--- config.mk ---
export PLATFORM = sky130hd
export DESIGN_NAME = press_run_ctrl
export DESIGN_NICKNAME = d
export VERILOG_FILES = /design/src/rtl/press_run_ctrl_pkg.sv /design/src/rtl/press_run_ctrl_lap_buf.sv /design/src/rtl/press_run_ctrl.sv
export SDC_FILE = /design/constraint.sdc
export NUM_CORES = 1
export LEC_CHECK = 0
export CORE_ASPECT_RATIO = 0.7
export CORE_MARGIN = 1.5
export CORE_UTILIZATION = 48
export CTS_CLUSTER_DIAMETER = 80
export DETAILED_ROUTE_END_ITERATION = 10
export DONT_BUFFER_PORTS = 1
export PLACE_DENSITY_LB_ADDON = 0.12
export SYNTH_ARGS = -nofsm -noshare
export SYNTH_HDL_FRONTEND = slang
export SYNTH_SLANG_ARGS = --single-unit
--- constraint.sdc ---
create_clock -name TFF_clk -period 6.5 [get_ports TFF_clk]
set_clock_uncertainty 0.2 [all_clocks]
set_input_delay 0.975 -clock TFF_clk [delete_from_list [all_inputs] [get_ports TFF_clk]]
set_output_delay 0.975 -clock TFF_clk [all_outputs]
set_load 0.01 [all_outputs]
--- src/rtl/press_run_ctrl_pkg.sv ---
// Shared definitions for the stopwatch run-control / lap-capture stage:
// state encoding, lap word layout and default buffer depth.
package press_run_ctrl_pkg;

  typedef enum logic [1:0] {
    IDLE = 2'd0,
    RUN  = 2'd1,
    STOP = 2'd2,
    HALT = 2'd3
  } state_t;

  localparam int LAP_TW        = 16;
  localparam int DEFAULT_DEPTH = 4;

  // Lap word layout: dsec [15:12], sec [11:8], secd [7:4], secm [3:0]
  typedef struct packed {
    logic [3:0] dsec;
    logic [3:0] sec;
    logic [3:0] secd;
    logic [3:0] secm;
  } lap_t;

endpackage

--- src/rtl/press_run_ctrl_lap_buf.sv ---
// Lap register file: one synchronous write port, one combinational read port,
// cleared asynchronously by clrn.
module press_run_ctrl_lap_buf
  import press_run_ctrl_pkg::*;
#(
  parameter int  DEPTH = DEFAULT_DEPTH,
  parameter int  TW    = LAP_TW,
  localparam int AW    = $clog2(DEPTH)
) (
  input  logic          TFF_clk,
  input  logic          clrn,
  input  logic          we,
  input  logic [AW-1:0] wr_ptr,
  input  logic [TW-1:0] time_bcd,
  input  logic [AW-1:0] rd_addr,
  output logic [TW-1:0] rd_data
);

  logic [TW-1:0] mem_r [DEPTH];

  // Entry storage with asynchronous clear
  always_ff @(posedge TFF_clk or negedge clrn) begin
    if (!clrn) begin
      for (int i = 0; i < DEPTH; i++) begin
        mem_r[i] <= {TW{1'b0}};
      end
    end else if (we) begin
      mem_r[wr_ptr] <= time_bcd;
    end
  end

  assign rd_data = mem_r[rd_addr];

endmodule

--- src/rtl/press_run_ctrl.sv ---
// Key-press driven run/stop FSM for the stopwatch: drives the count enable,
// captures lap times on every stop and latches terminally on counter overflow.
module press_run_ctrl
  import press_run_ctrl_pkg::*;
#(
  parameter int  DEPTH = DEFAULT_DEPTH,
  parameter int  TW    = LAP_TW,
  localparam int AW    = $clog2(DEPTH)
) (
  input  logic          TFF_clk,
  input  logic          clrn,
  input  logic [TW-1:0] time_bcd,
  input  logic          ovf,
  input  logic [AW-1:0] rd_idx,
  output logic          enable,
  output logic [TW-1:0] lap_time,
  output logic [AW:0]   lap_cnt,
  output logic          halted
);

  localparam logic [AW:0]   CNT_FULL = (AW+1)'(DEPTH);
  localparam logic [AW:0]   CNT_ONE  = (AW+1)'(1);
  localparam logic [AW-1:0] PTR_ONE  = AW'(1);

  state_t        state_r;
  state_t        state_nxt_s;
  logic          capture_s;
  logic [AW-1:0] wr_ptr_r;
  logic [AW-1:0] rd_addr_s;
  logic [TW-1:0] rd_data_s;
  logic          rd_valid_s;

  // Next state and capture strobe; overflow outranks any press
  always_comb begin
    state_nxt_s = state_r;
    capture_s   = 1'b0;
    if (ovf && (state_r != HALT)) begin
      state_nxt_s = HALT;
      capture_s   = 1'b1;
    end else begin
      case (state_r)
        IDLE:    state_nxt_s = RUN;
        RUN: begin
          state_nxt_s = STOP;
          capture_s   = 1'b1;
        end
        STOP:    state_nxt_s = RUN;
        HALT:    state_nxt_s = HALT;
        default: state_nxt_s = IDLE;
      endcase
    end
  end

  // State, registered outputs, write pointer and saturating lap count
  always_ff @(posedge TFF_clk or negedge clrn) begin
    if (!clrn) begin
      state_r  <= IDLE;
      enable   <= 1'b0;
      halted   <= 1'b0;
      wr_ptr_r <= {AW{1'b0}};
      lap_cnt  <= {(AW+1){1'b0}};
    end else begin
      state_r <= state_nxt_s;
      enable  <= (state_nxt_s == RUN);
      halted  <= (state_nxt_s == HALT);
      if (capture_s) begin
        wr_ptr_r <= wr_ptr_r + PTR_ONE;
        lap_cnt  <= (lap_cnt == CNT_FULL) ? CNT_FULL : lap_cnt + CNT_ONE;
      end
    end
  end

  // Newest-first read address; indices past the valid count read as zero
  always_comb begin
    rd_addr_s  = wr_ptr_r - PTR_ONE - rd_idx;
    rd_valid_s = ({1'b0, rd_idx} < lap_cnt);
    lap_time   = rd_valid_s ? rd_data_s : {TW{1'b0}};
  end

  press_run_ctrl_lap_buf #(
    .DEPTH (DEPTH),
    .TW    (TW)
  ) u_lap_buf (
    .TFF_clk  (TFF_clk),
    .clrn     (clrn),
    .we       (capture_s),
    .wr_ptr   (wr_ptr_r),
    .time_bcd (time_bcd),
    .rd_addr  (rd_addr_s),
    .rd_data  (rd_data_s)
  );

endmodule

# --- After elaboration in Yosys (flattened, before gate mapping) ---
# Cells that the tools add are included.
# Widths: inputs -> output; s select.
classes:
  add_sub_neg: 4
  magnitude_cmp: 4
  eq_ne: 7
  n_mux: 12
  bitwise_logic: 2
  reduce_logical: 4
op_table:
  columns: ["cell", "count"]
  rows:
  - ["$bwmux 64", 1]
  - ["$mux 16", 4]
  - ["$bmux 16 s2", 1]
  - ["$demux 16 s2", 1]
  - ["$eq 2x2->1 const B", 3]
  - ["$ge 3x3->1 const B", 2]
  - ["$not 2->3", 2]
  - ["$pmux 2 s3", 1]
  - ["$eq 2x1->1 const B", 2]
  - ["$add 3x1->3 const B", 1]
  - ["$eq 3x3->1 const B", 1]
  - ["$lt 2x3->1", 1]
  - ["$lt 3x1->1 const B", 1]
  - ["$mux 3", 1]
  - ["$add 2x1->2 const B", 1]
  - ["$logic_and 1x1->1", 2]
  - ["$logic_not 2->1", 1]
  - ["$mux 1", 2]
  - ["$mux 2", 1]
  - ["$ne 2x2->1 const B", 1]
  - ["$reduce_or 2->1", 1]
  - ["$sub 2x1->2 const B", 1]
  - ["$sub 2x2->2", 1]
word_totals:
  regBits: 73
  inputBits: 21
  output_inout_bits: 21

# --- Longest topological paths before layout ---
logic_depth:
  depth_word: 7
  mapped_depth: 6
  depth_no_buf: 5

# --- By module ---
# A second synthesis with hierarchy kept.
unflattened:
  hier_cells: 214
  area_unflattened_um2: 3420.8
by_module_without_submodules:
  columns: ["mod", "instances", "cells_each", "area_each_um2", "seq_area_each_um2"]
  rows:
  - ["press_run_ctrl_lap_buf", 1, 156, 2792.7, 1601.5]
  - ["press_run_ctrl", 1, 58, 628.1, 225.2]

# --- Least setup slack after synthesis ---
# Ideal clock, no wire load.
synth_path:
  path_type: "in2out"
  startpoint: "input port rd_idx[0]"
  endpoint: "output port lap_time[10]"
  arrival_time_ps: 2436
  slack_ps: 2889
  path_stages: 6
  n_path_buf: 2
  path_cell_list: "inv_1 ha_1 buf_2 buf_2 mux4_1 nor2b_1"
synth_between:
  elab_chain_cells: 6
  word_cells_on_any_way: 7
  classes_between: "add/sub: 1; order compare: 1; mux: 4; bitwise: 1"
synth_rtl:
  columns: ["element", "line_no", "source"]
  rows:
  - ["from (decl)", "press_run_ctrl.sv:14", "input logic [AW-1:0] rd_idx,"]
  - ["$sub 2x2->2", "press_run_ctrl.sv:75", "rd_addr_s = wr_ptr_r - PTR_ONE - rd_idx;"]
  - ["$not 2->3 (implied by the code)", "press_run_ctrl_lap_buf.sv:32", "assign rd_data = mem_r[rd_addr];"]
  - ["$bmux 16 s2", "press_run_ctrl_lap_buf.sv:32", null]
  - ["$mux 16 (implied by the code) (2 in series)", "press_run_ctrl_lap_buf.sv:32", null]
  - ["$mux 16 *", "press_run_ctrl.sv:77", "lap_time = rd_valid_s ? rd_data_s : {TW{1'b0}};"]
  - ["to (decl)", "press_run_ctrl.sv:16", "output logic [TW-1:0] lap_time,"]
# Every way passes the cells marked *; elsewhere a longest branch is shown, timed or not. The select of a mux whose other input is x is not followed.

# --- Final worst setup path ---
layout_path:
  startpoint: "input port rd_idx[0]"
  endpoint: "output port lap_time[14]"
# The elaborated chain is that of the path after synthesis.

==> impl_metrics.py <==
metrics = {
    "timing": {
        "max_freq_mhz": 252,
        "worst_pin_slew_ns": 1.01,
        "setup-violations-final": 0,
        "rsz0062_at_grt": "false",
        "layout_min_cycle_time_ns": 3.96,
        "finalMaxSlewViolations": 0,
        "hold_viol": 0,
        "post-route-period-util_pct": 60.9,
        "slew_headroom_pct": 32.6,
        "tns_ns": 0,
    },
    "finish": {
        "post_route_cells_drive_above_1_share_pct": 41.9,
        "areaGrowthSynthToFinish_pct": 7.30,
        "layout.nets": 246,
        "fillers": 544,
        "fin_cells": 316,
        "diodes": 0,
    },
    "power": {
        "p_per_area_nw_per_um2": 263,
        "vdd_drop_max_mv": 0.128,
        "power.leakage_uw": 0.00179,
    },
    "worst_setup_path": {
        "required_ns": 5.32,
        "worstSetupStartpointType": "input pin",
        "crit_fanout": 16,
        "worstReg2RegStart": "state_r[0]$_DFF_PN0_",
        "crit_buf_inv": 1,
        "crit_type": "input pin to output pin",
        "critPathTopFamily": "adder cells",
        "path_cells": "inv_1 -> ha_1 -> mux4_1 -> nor2b_1",
        "slowest_delay_ns": 0.93,
        "arrival_ns": 2.79,
        "slowest_stage": "ha_1",
        "end_kind": "output pin",
        "startpoint": "rd_idx[0]",
    },
    "yosys": {
        "synth_top_area_cell": "dfrtp_1",
        "synth.most_common_cell": "dfrtp_1",
        "syn_area_per_cell_sq_um": 16.0,
        "yosysSeqAreaShare_pct": 53.1,
        "synth_warnings": 0,
        "synth_common_cells": "73 x dfrtp_1, 67 x mux2_2, 18 x nor2b_1",
        "syn_area_sq_um": 3440,
        "synthFlopType": "dfrtp_1",
        "yosysTopAreaCellShare_pct": 53.1,
        "async_reset_ff_share_pct": 100,
        "synth_edf_count": 0,
        "netlist_top_cells_area": "dfrtp_1 53%, mux2_2 22%, mux4_1 7.6%",
        "synth.net_count": 244,
        "syn-instance-count": 215,
        "synth.distinct_cells": 21,
        "ys_ff_latch": 73,
    },
    "routing": {
        "drc": 0,
        "drt_first_pass_iters": 4,
        "ant_nets": 0,
        "num_vias": 1790,
        "drt-initial-drc-count": 61,
        "avgViaCountPerCell": 5.66,
        "routed_wl_mm": 6.34,
        "post_drt_wl_per_cell_um": 20.1,
    },
    "global_route": {
        "grt_max_degree": 74,
        "grt_pass1_wl_mm": 10.6,
        "globalRouteOverflowTotal": 0,
        "antenna_found_initial": 0,
        "grt_util_all_layers_pct": 18.9,
        "grt_pass1_vias": 1982,
    },
    "cts": {
        "cts_setup_buffers": 0,
        "clk_pin_slew_ns": 0.08,
        "cts_made_buffers": 9,
        "clock_latency_ns": 0.34,
        "holdBufCountCts": 0,
        "cts-root-buf": "clkbuf_8",
        "clock_path_buffers": 2,
        "cts_num_sinks": 73,
        "cts_tree": "done",
        "htree_levels": 3,
        "cts_resized": 0,
    },
    "floorplan": {
        "rows": 25,
        "start_util_pct": 50.3,
        "dieArea_sq_um": 7700,
        "core-area_sq_um": 6850,
        "die_y_um": 73.9,
        "ios": 42,
        "die_w_um": 104,
    },
    "placement": {
        "gp_congestion": 0.744,
        "placed_cells": 300,
        "numPortBuffers": 0,
        "dp.final_hpwl_mm": 4.03,
    },
    "run_status": {
        "status": "completed",
    },
    "flow_run": {
        "maxCapViolCount": 0,
    },
    "hold_path": {
        "hp-class": "input pin to asynchronous set/reset pin",
    },
}
==> final cells by class <==
type                    instances  area (sq um)  share of cell area, %
inverters                       6          22.5                  0.610
well taps                      94           118                   3.18
repair buffers                  1          7.51                  0.203
flip-flops and latches         73          1830                   49.4
clock buffers                  13           149                   4.03
clock inverters                 3          40.0                   1.08
multi-input cells             126          1530                   41.4
==> layer usage <==
layer,vias up,GRT usage [%],part of all wire (%)
met5,-,0,0
met4,0,4.63,0.95
met3,7,8.25,5.9
met2,35,33.5,50
met1,961,21.3,43
li1,787,-,-
==> worst paths after layout <==
check	slack (ns)	end	depth (start not counted)
worst max register to register	4.19	u_lap_buf.mem_r[33]$_DFFE_PN0P_	3
worst max-delay path	2.54	lap_time[14]	4
max in group asynchronous	5.86	u_lap_buf.mem_r[61]$_DFFE_PN0P_	0
worst min register to register	0.30	enable$_DFF_PN0_	1
min in group TFF_clk	0.30	enable$_DFF_PN0_	1
worst min-delay path	0.12	enable$_DFF_PN0_	0
==> logic make-up after synthesis <==
| group | share of synthesized area, % |
|---|---|
| multiplexers | 33.8 |
| flip-flops | 53.1 |
| AND/OR/NAND/NOR | 4.07 |
| buffers and inverters | 2.62 |
| AO/OA/AOI/OAI | 2.62 |
| adder cells (fa/ha/maj) | 2.91 |
| XOR/XNOR | 0.945 |
==> sequential cells by signal, summed over array words and instances (netlist names) <==
| signal | cells |
|---|---|
| enable | 1 |
| halted | 1 |
| lap_cnt | 3 |
| state_r | 2 |
| u_lap_buf.mem_r | 64 |
| wr_ptr_r | 2 |
==> placed cells by master (no fill, tap or decap), types with 2 or more instances in the layout <==
master / Yosys / layout
clkbuf_1: 1 / 3
mux2_2: 67 / 67
inv_1: 6 / 6
mux4_2: 6 / 6
clkinv_2: 0 / 2
nor2_1: 4 / 4
dfrtp_1: 73 / 73
nand2b_1: 2 / 2
clkbuf_8: 0 / 10
o21ai_4: 4 / 4
ha_1: 8 / 8
nor2b_1: 18 / 18
mux4_1: 10 / 10
==> power by group <==
part	total (uW)	internal (uW)	switching, uW
Sequential	495	479	16.5
Clock	342	187	155
Combinational	135	73.1	62.4
==> per-stage QoR <==
stage	instance area (sq um)	util, %	hold slack, ns	total power, uW	setup slack [ns]
4_1_cts	3690	53.9	0.0954	991	2.48
3_5_place_dp	3510	51.2	0.289	642	2.48
6_report	3690	53.9	0.122	973	2.54
3_3_place_gp	3510	51.2	0.262	634	2.54
5_1_grt	3690	53.9	0.0908	1020	2.42
2_1_floorplan	3440	-	0.249	615	2.89
Note: power is estimated with default switching activity, not from simulation.
